==> src/rtl/note_sequencer.sv <==
// PS/2 scancode parser, held-key tracker and square-wave tone generator for a single-voice synth.
// Define OCTAVE_SHIFT_EN to add Z/X octave shifting (-1..+2) of the sounding note.
module note_sequencer #(
  parameter int HP_WIDTH     = 21,
  parameter bit FALLBACK_LOW = 1'b1
) (
  input  logic                clk,
  input  logic                rst,
  input  logic [7:0]          data,
  input  logic                data_valid,
  output logic [HP_WIDTH-1:0] half_period,
  output logic                note_on,
  output logic [3:0]          note_idx,
  output logic [11:0]         held_mask,
  output logic                speaker
);

  typedef enum logic [1:0] {IDLE, BRK, EXT, EXT_BRK} state_t;

  localparam logic [HP_WIDTH-1:0] HP_ONE = HP_WIDTH'(1);

  state_t              state_reg, state_next;
  logic [11:0]         held_reg, held_next;
  logic [3:0]          idx_reg, idx_next;
  logic                on_reg, on_next;
  logic [HP_WIDTH-1:0] hp_reg, hp_next;
  logic [HP_WIDTH-1:0] cnt_reg;
  logic                spk_reg;
  logic                key_hit;
  logic [3:0]          key_idx;
  logic [11:0]         remain;
  logic                low_hit;
  logic [3:0]          low_idx;
  logic                restart;
`ifdef OCTAVE_SHIFT_EN
  logic signed [2:0]   oct_reg, oct_next;
`endif

  function automatic logic [HP_WIDTH-1:0] base_of(input logic [3:0] i);
    case (i)
      4'd0:    base_of = HP_WIDTH'(95555);
      4'd1:    base_of = HP_WIDTH'(90192);
      4'd2:    base_of = HP_WIDTH'(85130);
      4'd3:    base_of = HP_WIDTH'(80352);
      4'd4:    base_of = HP_WIDTH'(75842);
      4'd5:    base_of = HP_WIDTH'(71585);
      4'd6:    base_of = HP_WIDTH'(67568);
      4'd7:    base_of = HP_WIDTH'(63775);
      4'd8:    base_of = HP_WIDTH'(60196);
      4'd9:    base_of = HP_WIDTH'(56817);
      4'd10:   base_of = HP_WIDTH'(53628);
      default: base_of = HP_WIDTH'(50618);
    endcase
  endfunction

  always_comb begin : key_decode
    key_hit = 1'b1;
    key_idx = 4'd0;
    case (data)
      8'h15:   key_idx = 4'd0;
      8'h1D:   key_idx = 4'd1;
      8'h24:   key_idx = 4'd2;
      8'h2D:   key_idx = 4'd3;
      8'h2C:   key_idx = 4'd4;
      8'h35:   key_idx = 4'd5;
      8'h3C:   key_idx = 4'd6;
      8'h43:   key_idx = 4'd7;
      8'h44:   key_idx = 4'd8;
      8'h4D:   key_idx = 4'd9;
      8'h54:   key_idx = 4'd10;
      8'h5B:   key_idx = 4'd11;
      default: key_hit = 1'b0;
    endcase
  end

  // Lowest-index key still held if the decoded key were released.
  always_comb begin : fallback_pick
    remain  = held_reg & ~(12'd1 << key_idx);
    low_hit = 1'b0;
    low_idx = 4'd0;
    for (int k = 11; k >= 0; k--) begin
      if (remain[k]) begin
        low_hit = 1'b1;
        low_idx = 4'(k);
      end
    end
  end

  always_comb begin : parser
    state_next = state_reg;
    held_next  = held_reg;
    idx_next   = idx_reg;
    on_next    = on_reg;
`ifdef OCTAVE_SHIFT_EN
    oct_next   = oct_reg;
`endif
    if (data_valid) begin
      case (state_reg)
        IDLE: begin
          if (data == 8'hF0) begin
            state_next = BRK;
          end else if (data == 8'hE0) begin
            state_next = EXT;
          end else if (key_hit) begin
            held_next[key_idx] = 1'b1;
            idx_next           = key_idx;
            on_next            = 1'b1;
`ifdef OCTAVE_SHIFT_EN
          end else if (data == 8'h1A) begin
            if (oct_reg != -3'sd1) oct_next = oct_reg - 3'sd1;
          end else if (data == 8'h22) begin
            if (oct_reg != 3'sd2) oct_next = oct_reg + 3'sd1;
`endif
          end
        end
        BRK: begin
          state_next = IDLE;
          if (key_hit && held_reg[key_idx]) begin
            held_next = remain;
            if (on_reg && idx_reg == key_idx) begin
              if (FALLBACK_LOW && low_hit) begin
                idx_next = low_idx;
              end else begin
                on_next  = 1'b0;
                idx_next = 4'd0;
              end
            end
          end
        end
        EXT:     state_next = (data == 8'hF0) ? EXT_BRK : IDLE;
        default: state_next = IDLE;
      endcase
    end
  end

  always_comb begin : period_select
    hp_next = '0;
    if (on_next) begin
`ifdef OCTAVE_SHIFT_EN
      case (oct_next)
        -3'sd1:  hp_next = base_of(idx_next) << 1;
        3'sd1:   hp_next = base_of(idx_next) >> 1;
        3'sd2:   hp_next = base_of(idx_next) >> 2;
        default: hp_next = base_of(idx_next);
      endcase
`else
      hp_next = base_of(idx_next);
`endif
    end
  end

  assign restart = (hp_next != hp_reg) || (idx_next != idx_reg) || (on_next != on_reg);

  always_ff @(posedge clk or posedge rst) begin
    if (rst) begin
      state_reg <= IDLE;
      held_reg  <= '0;
      idx_reg   <= '0;
      on_reg    <= 1'b0;
      hp_reg    <= '0;
`ifdef OCTAVE_SHIFT_EN
      oct_reg   <= '0;
`endif
    end else begin
      state_reg <= state_next;
      held_reg  <= held_next;
      idx_reg   <= idx_next;
      on_reg    <= on_next;
      hp_reg    <= hp_next;
`ifdef OCTAVE_SHIFT_EN
      oct_reg   <= oct_next;
`endif
    end
  end

  // A note change restarts the period but keeps the speaker level to avoid a glitch.
  always_ff @(posedge clk or posedge rst) begin
    if (rst) begin
      cnt_reg <= '0;
      spk_reg <= 1'b0;
    end else if (restart) begin
      cnt_reg <= '0;
    end else if (!on_reg) begin
      cnt_reg <= '0;
      spk_reg <= 1'b0;
    end else if (cnt_reg == hp_reg - HP_ONE) begin
      cnt_reg <= '0;
      spk_reg <= ~spk_reg;
    end else begin
      cnt_reg <= cnt_reg + HP_ONE;
    end
  end

  assign half_period = hp_reg;
  assign note_on     = on_reg;
  assign note_idx    = idx_reg;
  assign held_mask   = held_reg;
  assign speaker     = spk_reg;

endmodule

==> config.mk <==
export PLATFORM = sky130hd
export DESIGN_NAME = note_sequencer
export DESIGN_NICKNAME = d
export VERILOG_FILES = /design/src/rtl/note_sequencer.sv
export SDC_FILE = /design/constraint.sdc
export NUM_CORES = 1
export LEC_CHECK = 0
export CORE_ASPECT_RATIO = 2
export CORE_UTILIZATION = 63
export DETAILED_ROUTE_END_ITERATION = 8
export PLACE_DENSITY_LB_ADDON = 0.1
export SLEW_MARGIN = 10
export SYNTH_ARGS = -nofsm -noshare
export SYNTH_HDL_FRONTEND = slang
export SYNTH_SLANG_ARGS = --single-unit
export TNS_END_PERCENT = 5
==> constraint.sdc <==
create_clock -name clk -period 8.7 [get_ports clk]
set_input_delay 1.305 -clock clk [delete_from_list [all_inputs] [get_ports clk]]
set_output_delay 1.305 -clock clk [all_outputs]
set_load 0.01 [all_outputs]
# Word level (Yosys, flattened, before mapping)
# Memories as Yosys holds them, arrays and structs flattened.
# Index checks and enable logic that the tools add are counted.
# classes
eq_ne,27
n_reduce_logical,11
bitwise,5
addsub,2
n_lt_le_gt_ge,2
n_mux,61
n_shift,1
# ops
operator,count
$mux W21,4
$mux W4,19
$mux W12,4
$pmux W4 S11,1
$eq A8 B6 Y1 const B,5
$eq A8 B7 Y1 const B,5
$mux W1,24
$pmux W12 S2,1
$add A21 B1 Y21 const B,1
$eq A21 B21 Y1,1
$ne A21 B21 Y1,1
$sub A21 B1 Y21 const B,1
$eq A8 B5 Y1 const B,2
$eq A8 B8 Y1 const B,2
$and A12 B12 Y12,1
$not A12 Y12,1
$or A12 B12 Y12,1
$reduce_or A12 Y1,1
$shl A1 B4 Y12 const A,1
$ne A2 B2 Y1 const B,4
$pmux W4 S2,1
$mux W2,3
$reduce_and A6 Y1,1
$lt A4 B5 Y1 const B,1
18 further kinds,23
# totals
elab_cells,117
mem_count,1
reg_bits,62
rom_bits,272
out_inout_bits,39
# memory_table
name,depth,width,rd,rd_clocked_by_memory_dff,write_ports,line,source
(name not given),16,17,1,0,0,40,case (i)

# Longest topological paths before layout
# An unclocked memory read counts as a cell.
# logic_depth
depth_word,29
mapped_depth,25
ltp_nobuf,22

# Worst setup path after synthesis
# Ideal clock, no wire load.
# synth_path
path_type,input to register
start,input port data[1]
end,"register spk_reg, in the netlist speaker"
setup_time_ns,0.128
stages,23
t_required_ns,8.572
arrival_ns,6.791
setup_slack_ns,1.781
cell_sequence,buf_2 -> or4b_1 -> o22a_1 -> o22ai_2 -> mux2_1 -> nor3b_1 -> a2111o_1 -> nor3_2 -> a31o_2 -> nor2_2 -> inv_1 -> ha_1 -> clkbuf_1 -> inv_1 -> nor2_1 -> nor4b_1 -> a211oi_1 -> a21boi_0 -> nor4_1 -> a311o_1 -> or4_4 -> nor3b_2 -> mux2_1
# synth_via
elab_chain_len,29
word_cells_on_any_way,74
cone_classes,eq/ne: 18; shift: 1; mux: 45; bitwise: 3; reduce/logical: 6; memory: 1
# synth_lines
element,line,source
from (decl),9,"input logic [7:0] data,"
"$eq A8 B7 Y1, or another cell as far along",59,case (data)
$pmux W4 S11,59,
$shl A1 B4 Y12,78,remain = held_reg & ~(12'd1 << key_idx);
$not A12 Y12,78,
$and A12 B12 Y12,78,
$mux W4 or $mux W1 (tied branches) (12 in a row),82,if (remain[k]) begin
$mux W4,121,if (FALLBACK_LOW && low_hit) begin
$mux W4,120,if (on_reg && idx_reg == key_idx) begin
(+2 left out),n/a,
$mux W4,97,if (data_valid) begin
$mem_v2 Z16 W17,n/a,
$mux W21,138,if (on_next) begin
$ne A21 B21 Y1,152,assign restart = (hp_next != hp_reg) || (idx_next != idx_reg) || (on_next != on_reg);
$logic_or A1 B1 Y1,152,
$logic_or A1 B1 Y1 (*),152,
$not A1 Y1 (no line) (*),n/a,
$reduce_and A2 Y1 (no line) (*),n/a,
to (signal assigned),188,spk_reg <= ~spk_reg;
to (decl),28,logic spk_reg;
# Every way passes the cells marked *; elsewhere a longest branch is shown, timed or not. The select of a mux whose other input is x is not followed.
# A chain may end at the register's enable or synchronous reset.

# Worst setup path after layout
# layout_path
start,input port data[3]
end,register cnt_reg[15]
# layout_via
elab_chain_len,28
word_cells_on_any_way,73
cone_classes,eq/ne: 18; shift: 1; mux: 46; bitwise: 2; reduce/logical: 5; memory: 1
# layout_lines
element,line,source
"$eq A8 B7 Y1, or another cell as far along",59,
$pmux W4 S11,59,
$shl A1 B4 Y12,78,
$not A12 Y12,78,
$and A12 B12 Y12,78,
$mux W4 or $mux W1 (tied branches) (12 in a row),82,
$mux W4,121,
$mux W4,120,
$mux W4,118,if (key_hit && held_reg[key_idx]) begin
$pmux W4 S2,98,case (state_reg)
$mux W4,97,
$mem_v2 Z16 W17,n/a,
$mux W21,138,
$ne A21 B21 Y1,152,
$logic_or A1 B1 Y1,152,
$logic_or A1 B1 Y1 (*),152,
$mux W21 (*),181,end else if (restart) begin
to (signal assigned),190,cnt_reg <= cnt_reg + HP_ONE;
to (decl),27,logic [HP_WIDTH-1:0] cnt_reg;
# Marked as above.

==> metrics <==
DR top layer=met4; GPL Wtd Cong=roughly 1.0; share of cells above drive strength 1=0.126; syn avg cell area=just over 8 sq um; Area contributors post-synth=dfrtp_1 (28%), nor4_2 (4.8%), nor2_1 (3.9%), xor2_1 (3.8%), xnor2_1 (3.7%); vias in the first global route=roughly 5,400; initial antenna violation count=0; deepest clock path buffer count=2; Hold Violations, Final=0; first-pass GRT wire length=slightly below 30 mm; Post-Route Setup TNS=0 ns; CP max FO=21; drt drc=0; slowest library cell on the worst path=clkdlybuf4s50_1; Final Max Tran Viols=0; CP Capture Type=flip-flop; CTS tree=built; cts bufs inserted=9; final WL=about 18 mm; Synth top cells by count=dfrtp_1 (58), nor2_1 (54), nand2_1 (49); flip-flop count of the largest register after layout=21; Ys Warns=0; Mapped Cells=around 640; critical path required time=slightly below 9 ns; reg2reg setup slack=around 2.8 ns; Die Ht=between 100 and 150 um; DIE WIDTH=approximately 67 um; worst skew pair latency=0.33 ns; ys flop type=dfrtp_1; final worst-path cycle share=0.937; minimum clock period=about 8 ns; largest net degree at the start of global routing=just under 60; Die Area=8710 sq um; Max Cap Violations=0; unrepaired setup endpoints after global routing=no; root buffer cell=clkbuf_16; Tot Pwr=between 1.5 and 2 mW; wl on met1=~6 mm; pre-CTS WS=approximately 0.49 ns; most common cell in the synthesized netlist=dfrtp_1; Post-Syn Area=between 5000 and 6000 sq um; CP Launch Type=input pin; initial core utilization=0.655; #FFs+latches synth=58; Synth top area share=0.277; synth-to-layout area growth=14.1%; GRT Total Usage=0.465; FF-to-FF End=cnt_reg[15]; detailed placement HPWL=approximately 13 mm; clock-pin slew on the worst setup and hold paths=around 0.050 ns; Reg-to-Reg Start=held_mask[6]; worst vdd ir=0.288 mV; nets=slightly below 700; io pins=50; Fmax=around 120 MHz; crit path setup slack, layout=0.547 ns; Vias/cell=7.09; WL/cell=approximately 24 um; Worst Hold Class=flip-flop to flip-flop; crit-path max cell delay=0.68 ns; worst setup path category=input pin to flip-flop; 1st-pass router iterations=9; status=finished clean; Max H-tree Level=3; Yosys top cell by area=dfrtp_1; Placeable Area=~8000 sq um; PortBufs=45; Met2 Wirelength=roughly 9.1 mm; hold path endpoint=cnt_reg[0]; DR vias=approximately 5,400; skew final=0.00559 ns; grt total ovfl=0; PD cells=about 260 nW/um^2; Hold Path Depth=1; metal3 WL=between 1.5 and 2 mm; Hold Crit Start=cnt_reg[0]; row count=46; Hold WS=between 0.5 and 0.6 ns; Synth async-reset ratio=1.00; EDFF count, synth=0; number of sinks on the clock net=slightly below 60; setup violators final=0; Slew headroom=0.476; Routed Antenna Nets=0; diode count=0; Critical Path AT=roughly 8.4 ns; Worst R2R Path Depth=20; Setup Fix Bufs, Post-CTS=0; sequential share of the synthesized area=0.277; Starting DRT DRC Count=542; cell breakdown of the critical path=clkdlybuf4s50_1 -> or4b_1 -> o22a_1 -> o22ai_2 -> mux2_1 -> nor3b_1 -> a2111o_1 -> nor3_2 -> a31o_2 -> nor2_2 -> inv_1 -> ha_1 -> inv_1 -> nor2_1 -> nor4b_1 -> a211oi_1 -> nor2_1 -> a211oi_1 -> or3_1 -> nand4_1 -> or4_4 -> buf_4 -> nor4_2; worst-margin pin slew=approximately 0.8 ns; WP buf/inv=4; Pleak=around 2.3 nW; post-synthesis cell type count=between 90 and 100; family with the most delay on the worst path=simple AND/OR/NAND/NOR gates
==> cell families after synthesis <==
family / after synthesis / share of synthesized area
buffers and inverters: 71 / 0.0635
XOR/XNOR: 45 / 0.0752
AND/OR/NAND/NOR: 284 / 0.332
multiplexers: 14 / 0.0284
AO/OA/AOI/OAI: 155 / 0.204
adder cells (fa/ha/maj): 8 / 0.0191
other: 1 / 0.000715
flip-flops: 58 / 0.277
==> worst register-to-register path, stage by stage (launching register included) <==
cell and delay [ns]:
dfrtp_1 0.41, inv_1 0.17, a211oi_1 0.27, a311oi_1 0.12, a2111o_1 0.57, nor3_1 0.31, o21ai_1 0.18, nor2_2 0.39
inv_1 0.16, ha_1 0.42, inv_1 0.19, nor2_1 0.07, nor4b_1 0.16, a211oi_1 0.38, nor2_1 0.11, a211oi_1 0.47
or3_1 0.18, nand4_1 0.10, or4_4 0.53, buf_4 0.26, nor4_2 0.34
==> through the flow <==
step / cell area [sq um] / cells / utilization
after global routing: 5980 / 762 / 0.748
after CTS: 5980 / 762 / 0.747
after floorplan: 5250 / 639 / -
after global placement: 5670 / 747 / 0.709
after detailed placement: 5670 / 747 / 0.709
final: 5980 / 762 / 0.748
==> where the power goes <==
group / internal [mW] / leakage (nW) / switching, mW
Combinational: 0.298 / 1.39 / 0.455
Sequential: 0.315 / 0.761 / 0.107
Clock: 0.243 / 0.152 / 0.125
Total: 0.856 / 2.31 / 0.687
==> how the worst max path moves through the flow <==
stage	from	end	slack, ns	depth (start not counted)
final	data[3]	cnt_reg[15]	0.55	23
after global routing	data[0]	cnt_reg[20]	0.12	22
after CTS	data[3]	cnt_reg[15]	0.77	22
after detailed placement	data[4]	cnt_reg[11]	0.49	23
after global placement	data[3]	speaker	0.58	22
after floorplan	data[1]	speaker	1.78	23
==> final cells by class <==
class	count	area, sq um
tap	96	120
multi-input combinational	510	3480
clock inverter	2	35.0
clock buffer	13	270
sequential	58	1450
fill	608	2020
inverter	29	111
timing repair buffer	54	518
==> cells in the final DEF (no fill, tap or decap), drive strengths merged, types with 9 or more instances in the layout <==
cell / count
nor3: 29
xnor2: 22
nor4: 35
nor2: 55
nand2: 49
clkbuf: 13
nand3: 23
buf: 9
inv: 28
a211oi: 12
a21oi: 35
o21ai: 36
nand4: 16
dfrtp: 58
clkdlybuf4s50: 45
xor2: 23
nand2b: 10
==> metal layers <==
layer,up-vias,global-route usage
met2,358,0.753
met1,2501,0.443
met4,0,0.390
met3,135,0.198
met5,-,0
li1,2408,-
==> timing repair <==
| action | 4_1_cts | 5_1_grt |
|---|---|---|
| gates resized for setup | 0 | 1 |
| setup endpoints to repair | 0 | 1 |
| hold buffers | 0 | 0 |
No activity file was read; power rests on OpenSTA's default activity.
